[src/rtl/lcd_frame_arbiter.sv]
// lcd_frame_arbiter
// Shares the single lcd_ctrl byte-stream path between two byte-stream producers.
// Whole frames are granted at a time, never interleaving bytes of two sources,
// and ties are broken round-robin so that two busy sources alternate frames.
// While a frame is in flight the datapath is a purely combinational mux, so
// the arbiter adds no latency between a source and lcd_ctrl.
module lcd_frame_arbiter #(
    parameter int FRAME_BYTES = 1024,
    parameter int CNT_W       = 10
) (
    input  logic             clk,
    input  logic             rst_n,
    input  logic [1:0]       req,
    input  logic [7:0]       data0,
    input  logic             valid0,
    input  logic [7:0]       data1,
    input  logic             valid1,
    input  logic             en_tran,
    output logic             en0,
    output logic             en1,
    output logic [7:0]       data_out,
    output logic             data_valid,
    output logic [1:0]       grant,
    output logic             busy,
    output logic             frame_done,
    output logic [CNT_W-1:0] byte_cnt
);

    // IDLE waits for a request, XFER streams one frame, DONE is the single
    // cycle that gives lcd_ctrl time to re-address page 0 before the next frame.
    typedef enum logic [1:0] {
        S_IDLE = 2'd0,
        S_XFER = 2'd1,
        S_DONE = 2'd2
    } state_t;

    // Index of the final byte of a frame; the counter never goes past it.
    localparam logic [CNT_W-1:0] LAST_IDX = CNT_W'(FRAME_BYTES - 1);

    state_t           state;
    state_t           state_nxt;
    logic [1:0]       grant_nxt;
    logic [CNT_W-1:0] cnt_nxt;
    logic             last;       // index of the source that owned the previous frame
    logic             last_nxt;
    logic [1:0]       pick;       // owner chosen from the current request pattern
    logic             beat;       // a byte is handed to lcd_ctrl this cycle

    // A byte moves only while streaming and only when both ends agree.
    assign beat = busy & en_tran & data_valid;

    // Round-robin choice: a lone requester always wins, a tie goes to the
    // source that did not own the previous frame.
    always_comb begin
        // NOTE: every signal assigned in a combinational block gets a default
        // first, so no path leaves it unassigned and no latch is inferred.
        pick = 2'b00;
        unique case (req)
            2'b01:   pick = 2'b01;
            2'b10:   pick = 2'b10;
            2'b11:   pick = last ? 2'b01 : 2'b10;
            default: pick = 2'b00;
        endcase
    end

    // State register: FSM state, owner, frame byte counter and fairness memory.
    always_ff @(posedge clk or negedge rst_n) begin
        if (!rst_n) begin
            state    <= S_IDLE;
            grant    <= 2'b00;
            byte_cnt <= '0;
            last     <= 1'b1;       // source 0 wins the first tie after reset
        end else begin
            // NOTE: non-blocking assignments here so every register samples
            // the values from before this edge, independent of statement order.
            state    <= state_nxt;
            grant    <= grant_nxt;
            byte_cnt <= cnt_nxt;
            last     <= last_nxt;
        end
    end

    // Next-state logic: frame sequencing, owner selection and byte counting.
    always_comb begin
        state_nxt = state;
        grant_nxt = grant;
        cnt_nxt   = byte_cnt;
        last_nxt  = last;
        unique case (state)
            S_IDLE: begin
                if (req != 2'b00) begin
                    state_nxt = S_XFER;
                    grant_nxt = pick;
                    cnt_nxt   = '0;
                end
            end
            S_XFER: begin
                // Requests are ignored here: a started frame always completes.
                if (beat) begin
                    if (byte_cnt == LAST_IDX) begin
                        state_nxt = S_DONE;
                        grant_nxt = 2'b00;
                        cnt_nxt   = '0;
                        last_nxt  = grant[1];
                    end else begin
                        cnt_nxt = byte_cnt + CNT_W'(1);
                    end
                end
            end
            S_DONE: begin
                state_nxt = S_IDLE;
                grant_nxt = 2'b00;
                cnt_nxt   = '0;
            end
            default: begin
                state_nxt = S_IDLE;
                grant_nxt = 2'b00;
                cnt_nxt   = '0;
            end
        endcase
    end

    // Output logic: zero-latency mux from the owner to lcd_ctrl while streaming;
    // the ungranted source sees no enable and its byte never reaches data_out.
    always_comb begin
        busy       = (state == S_XFER);
        frame_done = (state == S_DONE);
        data_out   = 8'h00;
        data_valid = 1'b0;
        en0        = 1'b0;
        en1        = 1'b0;
        if (state == S_XFER) begin
            data_out   = grant[1] ? data1 : data0;
            data_valid = (grant[0] & valid0) | (grant[1] & valid1);
            en0        = en_tran & grant[0];
            en1        = en_tran & grant[1];
        end
    end

    // Structural invariants: exactly one owner while streaming, none otherwise,
    // and the counter stays inside the frame.
    a_grant_onehot : assert property (@(posedge clk) disable iff (!rst_n)
        (state == S_XFER) |-> $onehot(grant));
    a_grant_idle : assert property (@(posedge clk) disable iff (!rst_n)
        (state != S_XFER) |-> (grant == 2'b00));
    a_cnt_bound : assert property (@(posedge clk) disable iff (!rst_n)
        byte_cnt <= LAST_IDX);

endmodule

[config.mk]
export PLATFORM = sky130hd
export DESIGN_NAME = lcd_frame_arbiter
export DESIGN_NICKNAME = d
export VERILOG_FILES = /design/src/rtl/lcd_frame_arbiter.sv
export SDC_FILE = /design/constraint.sdc
export NUM_CORES = 1
export LEC_CHECK = 0
export BUFFER_PORTS_ARGS = -buffer_cell sky130_fd_sc_hd__buf_2
export CAP_MARGIN = 20
export CORE_MARGIN = 5
export CORE_UTILIZATION = 41
export DETAILED_ROUTE_END_ITERATION = 16
export PLACE_DENSITY = 0.75
export SLEW_MARGIN = 20
export SYNTH_ARGS = -nofsm -noshare
export SYNTH_HDL_FRONTEND = slang
export SYNTH_SLANG_ARGS = --single-unit
[constraint.sdc]
create_clock -name clk -period 1.41 [get_ports clk]
set_input_delay 0.282 -clock clk [delete_from_list [all_inputs] [get_ports clk]]
set_output_delay 0.282 -clock clk [all_outputs]
set_load 0.02 [all_outputs]
# After elaboration in Yosys (flattened, before gate mapping)
# Index checks and enable logic that the tools add are counted.
[totals] wordCells=45 reg_bits=15 out_inout_bits=25 inputBits=23
[classes] reduce_logical=5 eq_ne=9 bitwise=7 n_mux=19 addsub=1
[op_table] operator="10-bit two-way mux" n=3
[op_table] operator="10-bit one-hot mux with 2 select lines" n=1
[op_table] operator="8-bit two-way mux" n=2
[op_table] operator="2-bit two-way mux" n=7
[op_table] operator="10-bit by 1-bit adder with 10-bit output (second input constant)" n=1
[op_table] operator="10-bit equality test (second input constant)" n=1
[op_table] operator="2-bit one-hot mux with 2 select lines" n=2
[op_table] operator="1-bit AND" n=6
[op_table] operator="2-bit equality test (second input constant)" n=3
[op_table] operator="2-bit one-hot mux with 3 select lines" n=1
[op_table] operator="3-bit AND reduction" n=2
[op_table] operator="2-bit by 1-bit equality test with 1-bit output (second input constant)" n=2
[op_table] operator="2-bit by 1-bit != test with 1-bit output (second input constant)" n=2
[op_table] operator="1-bit two-way mux" n=3
[op_table] operator="2-bit logical NOT" n=1
[op_table] operator="2-bit != test (second input constant)" n=1
[op_table] operator="2-bit AND reduction" n=1
[op_table] operator="2-bit nonzero test" n=1
[op_table] operator="1-bit bitwise OR" n=1

# Depth between registers and ports, before layout
# Gate-level depths: netlist (run 1).
[logic_depth] depth_word=6 ltp_mapped=5

# Least setup slack after synthesis (run 1)
# No wires, ideal clock.
[synth_timing] path_type="flip-flop to flip-flop" startpoint="register grant[0]" endpoint="register byte_cnt[3]" setup_time_ps=124 path_stages_with_launch=5 synth_period_minus_slack_ps=1656 arrival_ps=1532 setup_slack_ps=-246 cell_sequence="dfrtp_1 -> a22o_2 -> a311oi_4 -> nor4_1 -> a211o_1"
[synth_via] elab_chain_len=6
[synth_lines] item="start, declared" line_no="23" source="output logic [1:0] grant,"
[synth_lines] item="start signal, assigned" line_no="77" source="grant <= grant_nxt;"
[synth_lines] item="1-bit AND" line_no="134" source="data_valid = (grant[0] & valid0) | (grant[1] & valid1);"
[synth_lines] item="1-bit bitwise OR" line_no="134"
[synth_lines] item="1-bit two-way mux" line_no="132" source="if (state == S_XFER) begin"
[synth_lines] item="1-bit AND" line_no="50" source="assign beat = busy & en_tran & data_valid;"
[synth_lines] item="2-bit by 1-bit != test with 1-bit output (no line)"
[synth_lines] item="2-bit AND reduction (no line)"
[synth_lines] item="end signal, assigned" line_no="78" source="byte_cnt <= cnt_nxt;"
[synth_lines] item="end, declared" line_no="26" source="output logic [CNT_W-1:0] byte_cnt"
# No other way between the ends.
# A chain may end at the register's enable or synchronous reset.

# Final worst setup path (run 1)
[layout_timing] startpoint="register grant[0]" endpoint="output data_valid"
[layout_via] elab_chain_len=3
[layout_lines] item="1-bit AND" line_no="134"
[layout_lines] item="1-bit bitwise OR" line_no="134"
[layout_lines] item="1-bit two-way mux" line_no="132"
[layout_lines] item="end, declared" line_no="22" source="output logic data_valid,"
# No other way between the ends.

==> results of run 1 <==
==> cells in the mapped netlist (3+ instances only) <==
cell / number
dfrtp_1: 14
nor2_1: 14
mux2i_1: 8
a21oi_1: 6
nand2_1: 5
nand4_1: 4
o31ai_1: 4
or4_1: 4
and3_1: 3
nor3_1: 3
o21ai_1: 3
==> power by group <==
group | switching, mW | internal (mW) | total, mW
Clock | 0.160 | 0.111 | 0.270
Sequential | 0.118 | 0.579 | 0.697
Combinational | 1.39 | 1.38 | 2.77
==> through the flow <==
step | TNS, ns | instance area [um^2]
after floorplan | -1.20 | 1030
after global placement | -2.08 | 1480
after detailed placement | -2.80 | 1480
after CTS | -4.48 | 1710
after global routing | -6.49 | 1790
final | -5.40 | 1790
==> sequential cells by signal, summed over array words and instances, names as in the netlist <==
register  cells
byte_cnt     10
last          1
state         2
grant         2
==> per-layer routing <==
metal	vias to the layer above	share of wire, %	GRT usage, %
met3	23	6.9	2.63
met2	72	54	40.4
met4	0	5.1	19.4
met1	613	34	26.0
met5	-	0	0
li1	560	-	-
==> kinds of logic after synthesis <==
group	Yosys count	synth area share (%)
fa+ha+maj	1	1.27
buf+inv	7	3.95
flops	15	38.3
simple gates	49	27.9
mux	10	10.4
compound gates	21	18.1
==> worst max-delay path: stages, from the launching register on <==
cell and delay [ns]:
dfrtp_2 0.43, a22o_4 0.28, buf_6 0.12, and2_4 0.13, buf_6 0.13
==> area by class of cell <==
class	count	share of cell area [%]
multi-input cells	82	38.9
well taps	28	1.96
clock buffers	4	1.47
diodes	1	0.140
inverters	3	0.910
flip-flops and latches	15	21.7
repair buffers	84	34.9
==> how the worst min path moves through the flow <==
stage	start	end	slack (ns)	cells past startpoint
CTS	req[0]	grant[0]	0.37	3
floorplan	rst_n	byte_cnt[0]	-0.01	0
global route	req[0]	grant[0]	0.37	3
finish	req[0]	grant[0]	0.37	3
detailed placement	rst_n	byte_cnt[8]	0.21	1
global placement	rst_n	byte_cnt[8]	0.20	1
==> repair_timing <==
action,in CTS,in global routing
resized for setup,35,17
pin swaps,8,2
buffers inserted,8,0
hold endpoints to repair,14,0
endpoints found under the setup margin,28,28
hold buffers,1,0
cloned,1,0
==> Flow_metrics.wiki, run 1 <==
{| class="wikitable"
! Metric !! Value
|-
| Number of clock sinks || 15
|-
| Final RePlAce weighted congestion || a little under 0.9
|-
| First drt pass iteration count || 4
|-
| Status || finished with violations
|-
| Portion of the clock cycle consumed by the worst path in the final layout || 119%
|-
| Synth top area cells || dfrtp_1 36%, mux2i_1 8.2%, nor2_1 5.4%, a21oi_1 3.1%, o31ai_1 3.1%
|-
| Later-pin clock latency in the skew report || 0.31 ns
|-
| Area of combinational cells with multiple inputs || just under 700 um^2
|-
| Critical Path Source Type || register
|-
| Clock tree from TritonCTS || done
|-
| Leading cell type in the layout, fill and taps excluded || buf_2
|-
| Main synth FF type || dfrtp_1
|-
| Count of fill cells added during filler insertion || 153
|-
| I/O pin count || 48
|-
| Most used cells in the layout excluding fill and tap cells || 34 x buf_2, 32 x buf_4, 15 x buf_6
|-
| Total power density per cell area || ~2100 mW/mm^2
|-
| Violations in the final reports || setup timing
|-
| Net count after synthesis || 127
|-
| Endpoint of the worst-slack reg-to-reg timing path || byte_cnt[0]
|-
| Clock-pin slew of the registers on the worst-case setup and hold paths || about 0.10 ns
|-
| Placeable core area || ~0.0023 mm^2
|-
| Fin worst setup slack || -0.265 ns
|-
| Hold crit path type || input port to register
|-
| Total number of vias || 1268
|-
| Depth of the worst register-to-register path || 7
|-
| Y dimension of the die || between 50 and 60 um
|-
| Min Hold Slack || around 0.37 ns
|-
| Starting density of the core || 43.6%
|-
| Crit. End Element || primary output
|-
| Gr ovfl total || 0
|-
| Number of max-capacitance violations reported || 0
|-
| Fraction of final layout cells sized beyond drive strength 1 || ~66%
|-
| Setup repair after global routing missed its margin || true
|-
| Area share of the largest cell type after synthesis || a little over a third
|-
| First-pass GRT wire length || approximately 6 mm
|-
| # nets final || 213
|-
| Max_slew headroom || between 70 and 80%
|-
| Yosys cell types || 40
|-
| Remaining antenna violation count || 0
|-
| Routed wirelength normalized by instance count || between 15 and 20 um
|-
| Utilization of the core after routing || 79.3%
|-
| Starting DRC count in detailed routing || 60
|-
| Asr flop ratio synth || 100%
|-
| # rows || 17
|-
| Post-detailed-placement half-perimeter wirelength || roughly 2.4 mm
|-
| Final-report setup violation count || 28
|-
| Total global-route track usage || around a quarter
|-
| Launching element of the worst setup path || grant[0]
|-
| Number of global-route vias before repair || between 1000 and 1500
|-
| DP Worst Slack || -0.270 ns
|-
| VDD IR max || between 1.5 and 2 mV
|-
| Final Max Slew Viols || 0
|-
| DRT Wirelength || just over 4 mm
|-
| Critical path start-end classification || register to primary output
|-
| RR Startpoint || grant[0]
|-
| Flop and latch count out of synthesis || 15
|-
| Number of placed instances with taps included || 202
|-
| Total Power Consumption || ~3.7 mW
|-
| Syn. warnings || 0
|-
| H-tree lvl count || 1
|-
| Required @ worst endpoint || about 1.1 ns
|-
| Mapped Avg Cell Area || roughly 9.5 um^2
|-
| Max Fclk || roughly 600 MHz
|-
| Max Buffers Root-to-Sink || 2
|-
| Post-synthesis sequential area ratio || 38.3%
|-
| Largest fanout on the critical path || 3
|-
| Data arrival at the endpoint of the critical path || between 1 and 1.5 ns
|-
| Cell leakage power || 0.848 nW
|-
| Layout Area Growth over Synthesis || 82.0%
|-
| Worst-Margin Slew || 0.423 ns
|-
| Number of flops mapped to enable cells by yosys || 0
|-
| Mean number of vias per cell || between 5 and 6
|-
| Total Die Area || 0.00347 mm^2
|-
| Area occupied by registers || approximately 390 um^2
|-
| Chip width || just under 60 um
|-
| Reg2reg setup slack || -0.26 ns
|-
| DRC viols || 0
|-
| Final hold violations || 0
|-
| Clock buffers created by TritonCTS || 3
|-
| Area of the mapped netlist || roughly 1000 um^2
|-
| Count of input and output buffers || 47
|-
| Pin count of the biggest net entering global routing || 16
|-
| Post-layout min period || ~1.7 ns
|-
| Number of antenna violations at the first check in global routing || 0
|-
| Worst setup path end || data_valid
|-
| Post-synth top area cell || dfrtp_1
|-
| Final standard cell count with taps included and fillers excluded || around 220
|-
| Worst clock skew on the final layout || 0.00666 ns
|-
| Synthesized netlist cell count || roughly 100
|-
| Cell at the root of the clock tree || clkbuf_4
|}
(Power assumes the default switching activity.)
==> run 2: changes to the inputs <==
--- a/config.mk
+++ b/config.mk
@@ -10,7 +10,7 @@
 export CORE_MARGIN = 5
 export CORE_UTILIZATION = 41
 export DETAILED_ROUTE_END_ITERATION = 16
-export PLACE_DENSITY = 0.75
+export PLACE_DENSITY = 0.73
 export SLEW_MARGIN = 20
 export SYNTH_ARGS = -nofsm -noshare
 export SYNTH_HDL_FRONTEND = slang
==> constraint.sdc (replaced) <==
create_clock -name clk -period 1.9 [get_ports clk]
set_input_delay 0.38 -clock clk [delete_from_list [all_inputs] [get_ports clk]]
set_output_delay 0.38 -clock clk [all_outputs]
set_load 0.02 [all_outputs]
==> run 2 against run 1 <==
Against the previous run: the flow now finishes without violations; design area decreased by 28%; count of clock-buffer cells in the layout unchanged; combinational power decreased by 57%; clock power decreased by 30%; via count decreased by 19%; total power decreased by 48%; die area unchanged; non-clock buffer count decreased by 32; clock skew decreased by 0.00071 ns; flip-flop and latch count unchanged; sequential share of layout area increased by 7.4 points; utilization decreased by 22 points; largest cell class unchanged.
==> Flow_metrics.wiki, run 2 (synthesized netlist as in run 1, its figures left out) <==
{| class="wikitable"
! Metric !! Value
|-
| Status || complete, no violations
|-
| Final RePlAce weighted congestion || 0.798
|-
| Data arrival at the endpoint of the critical path || approximately 1.4 ns
|-
| Total Die Area || ~0.0035 mm^2
|-
| Setup repair after global routing missed its margin || false
|-
| Number of antenna diodes || 0
|-
| Max Fclk || ~550 MHz
|-
| Post-layout min period || 1.82 ns
|-
| H-tree lvl count || 1
|-
| Clock buffers created by TritonCTS || 3
|-
| DRC viols || 0
|-
| First-pass GRT wire length || about 4.1 mm
|-
| Total power density per cell area || around 1500 mW/mm^2
|-
| Total number of vias || 1025
|-
| Required @ worst endpoint || between 1.5 and 2 ns
|-
| Number of max-capacitance violations reported || 0
|-
| Total Power Consumption || about 1.9 mW
|-
| Clock tree from TritonCTS || done
|-
| Worst-Margin Slew || about 0.52 ns
|-
| Portion of the clock cycle consumed by the worst path in the final layout || between 90% and 100%
|-
| Later-pin clock latency in the skew report || roughly 0.29 ns
|-
| Final Max Slew Viols || 0
|-
| Placeable core area || ~0.0023 mm^2
|-
| Worst clock skew on the final layout || 0.00596 ns
|-
| # nets final || 180
|-
| TNS Setup || 0 ns
|-
| Crit. End Element || primary output
|-
| Y dimension of the die || 58.9 um
|-
| Largest fanout on the critical path || 10
|-
| Number of placed instances with taps included || 178
|-
| Mean number of vias per cell || 5.60
|-
| Flip-flop count of the largest register after layout || 10
|-
| Most used cells in the layout excluding fill and tap cells || 47 x buf_2, 14 x nor2_1, 14 x dfrtp_1
|-
| Largest registers || byte_cnt: 10 flops, grant: 2 flops, state: 2 flops
|-
| DRT Wirelength || about 2.6 mm
|-
| Starting DRC count in detailed routing || 26
|-
| Buffers inserted by post-CTS timing repair || 0
|-
| Gr ovfl total || 0
|-
| Min Hold Slack || just under 0.4 ns
|-
| Max Buffers Root-to-Sink || 2
|-
| Leading cell type in the layout, fill and taps excluded || buf_2
|-
| Final-report setup violation count || 0
|-
| Cell leakage power || about 0.65 nW
|-
| VDD IR max || 0.888 mV
|-
| Number of global-route vias before repair || about 960
|-
| Number of antenna violations at the first check in global routing || 0
|-
| Number of clock sinks || 15
|-
| Cell at the root of the clock tree || clkbuf_4
|-
| Clock-pin slew of the registers on the worst-case setup and hold paths || approximately 0.090 ns
|-
| # rows || 17
|-
| Final standard cell count with taps included and fillers excluded || approximately 180
|-
| I/O pin count || 48
|-
| Total global-route track usage || 15.4%
|-
| Chip width || 58.9 um
|-
| Critical path start-end classification || register to primary output
|-
| Fin area || roughly 0.0013 mm^2
|-
| Top reg by flops || byte_cnt
|-
| Post-Place Cell Area || approximately 0.0013 mm^2
|-
| Hold crit path type || input port to register
|-
| Critical Path Source Type || register
|-
| Count of input and output buffers || 47
|-
| First drt pass iteration count || 4
|-
| Final hold violations || 0
|-
| Pin count of the biggest net entering global routing || 16
|-
| Starting density of the core || a little over two fifths
|-
| Post-detailed-placement half-perimeter wirelength || 2.14 mm
|-
| Max_slew headroom || between 60% and 70%
|-
| Remaining antenna violation count || 0
|-
| Layout Area Growth over Synthesis || 31.8%
|-
| Routed wirelength normalized by instance count || between 10 and 15 um
|-
| Fraction of final layout cells sized beyond drive strength 1 || 42.6%
|}
==> run 2: cell types whose count changed in the layout (fill, tap and decap cells not counted), sizes merged <==
| cell | previous run | this run |
|---|---|---|
| buf | 83 | 51 |
| a311oi | 2 | 1 |
| diode | 1 | 0 |
==> run 2: area by class of cell <==
cell class	count	area [um^2]
Sequential cell	15	377
Inverter	3	12.5
Clock buffer	4	26.3
Timing Repair Buffer	52	275
Multi-Input combinational cell	81	569
Tap cell	28	35.0
Fill cell	214	960
==> run 2: critical path, stage by stage, from the launching register on <==
cell and delay, ns:
dfrtp_1 0.45, nand2b_2 0.22, buf_4 0.18, nor2_1 0.12
buf_2 0.18
==> run 2: where the power goes <==
part	total [mW]	switching (mW)	internal, mW
clock network	0.190	0.108	0.0818
registers	0.546	0.129	0.417
logic	1.19	0.720	0.471
total	1.93	0.958	0.969
==> run 2: path summary, 6_finish.rpt <==
check	slack, ns	depth (start not counted)	end	from
max	0.08	4	data_out[2]	state[1]
min	0.39	2	grant[1]	req[1]
max reg2reg	0.15	5	byte_cnt[7]	grant[0]
min reg2reg	0.58	1	grant[0]	grant[0]
max in group asynchronous	1.09	2	last	rst_n
min in group asynchronous	0.51	2	byte_cnt[4]	rst_n
==> run 2: timing repair <==
item                                    CTS  global route
endpoints found under the setup margin    0             3
hold buffers                              1             0
hold endpoints to repair                 14             0
gates resized for setup                   0             1
==> run 2: per-layer routing <==
metal,vias up,wire (um),global-route usage [%]
met2,44,1340,27.3
met1,480,1020,16.6
met4,0,90,10.0
met5,-,0,0
met3,10,193,2.63
li1,491,-,-
==> run 2: stage by stage <==
stage / setup WS, ns / util, %
after global routing: 0.0202 / 57.4
after detailed placement: 0.0771 / 55.7
after floorplan: 0.203 / -
final: 0.0805 / 57.4
after global placement: 0.152 / 55.7
after CTS: 0.0696 / 57.3
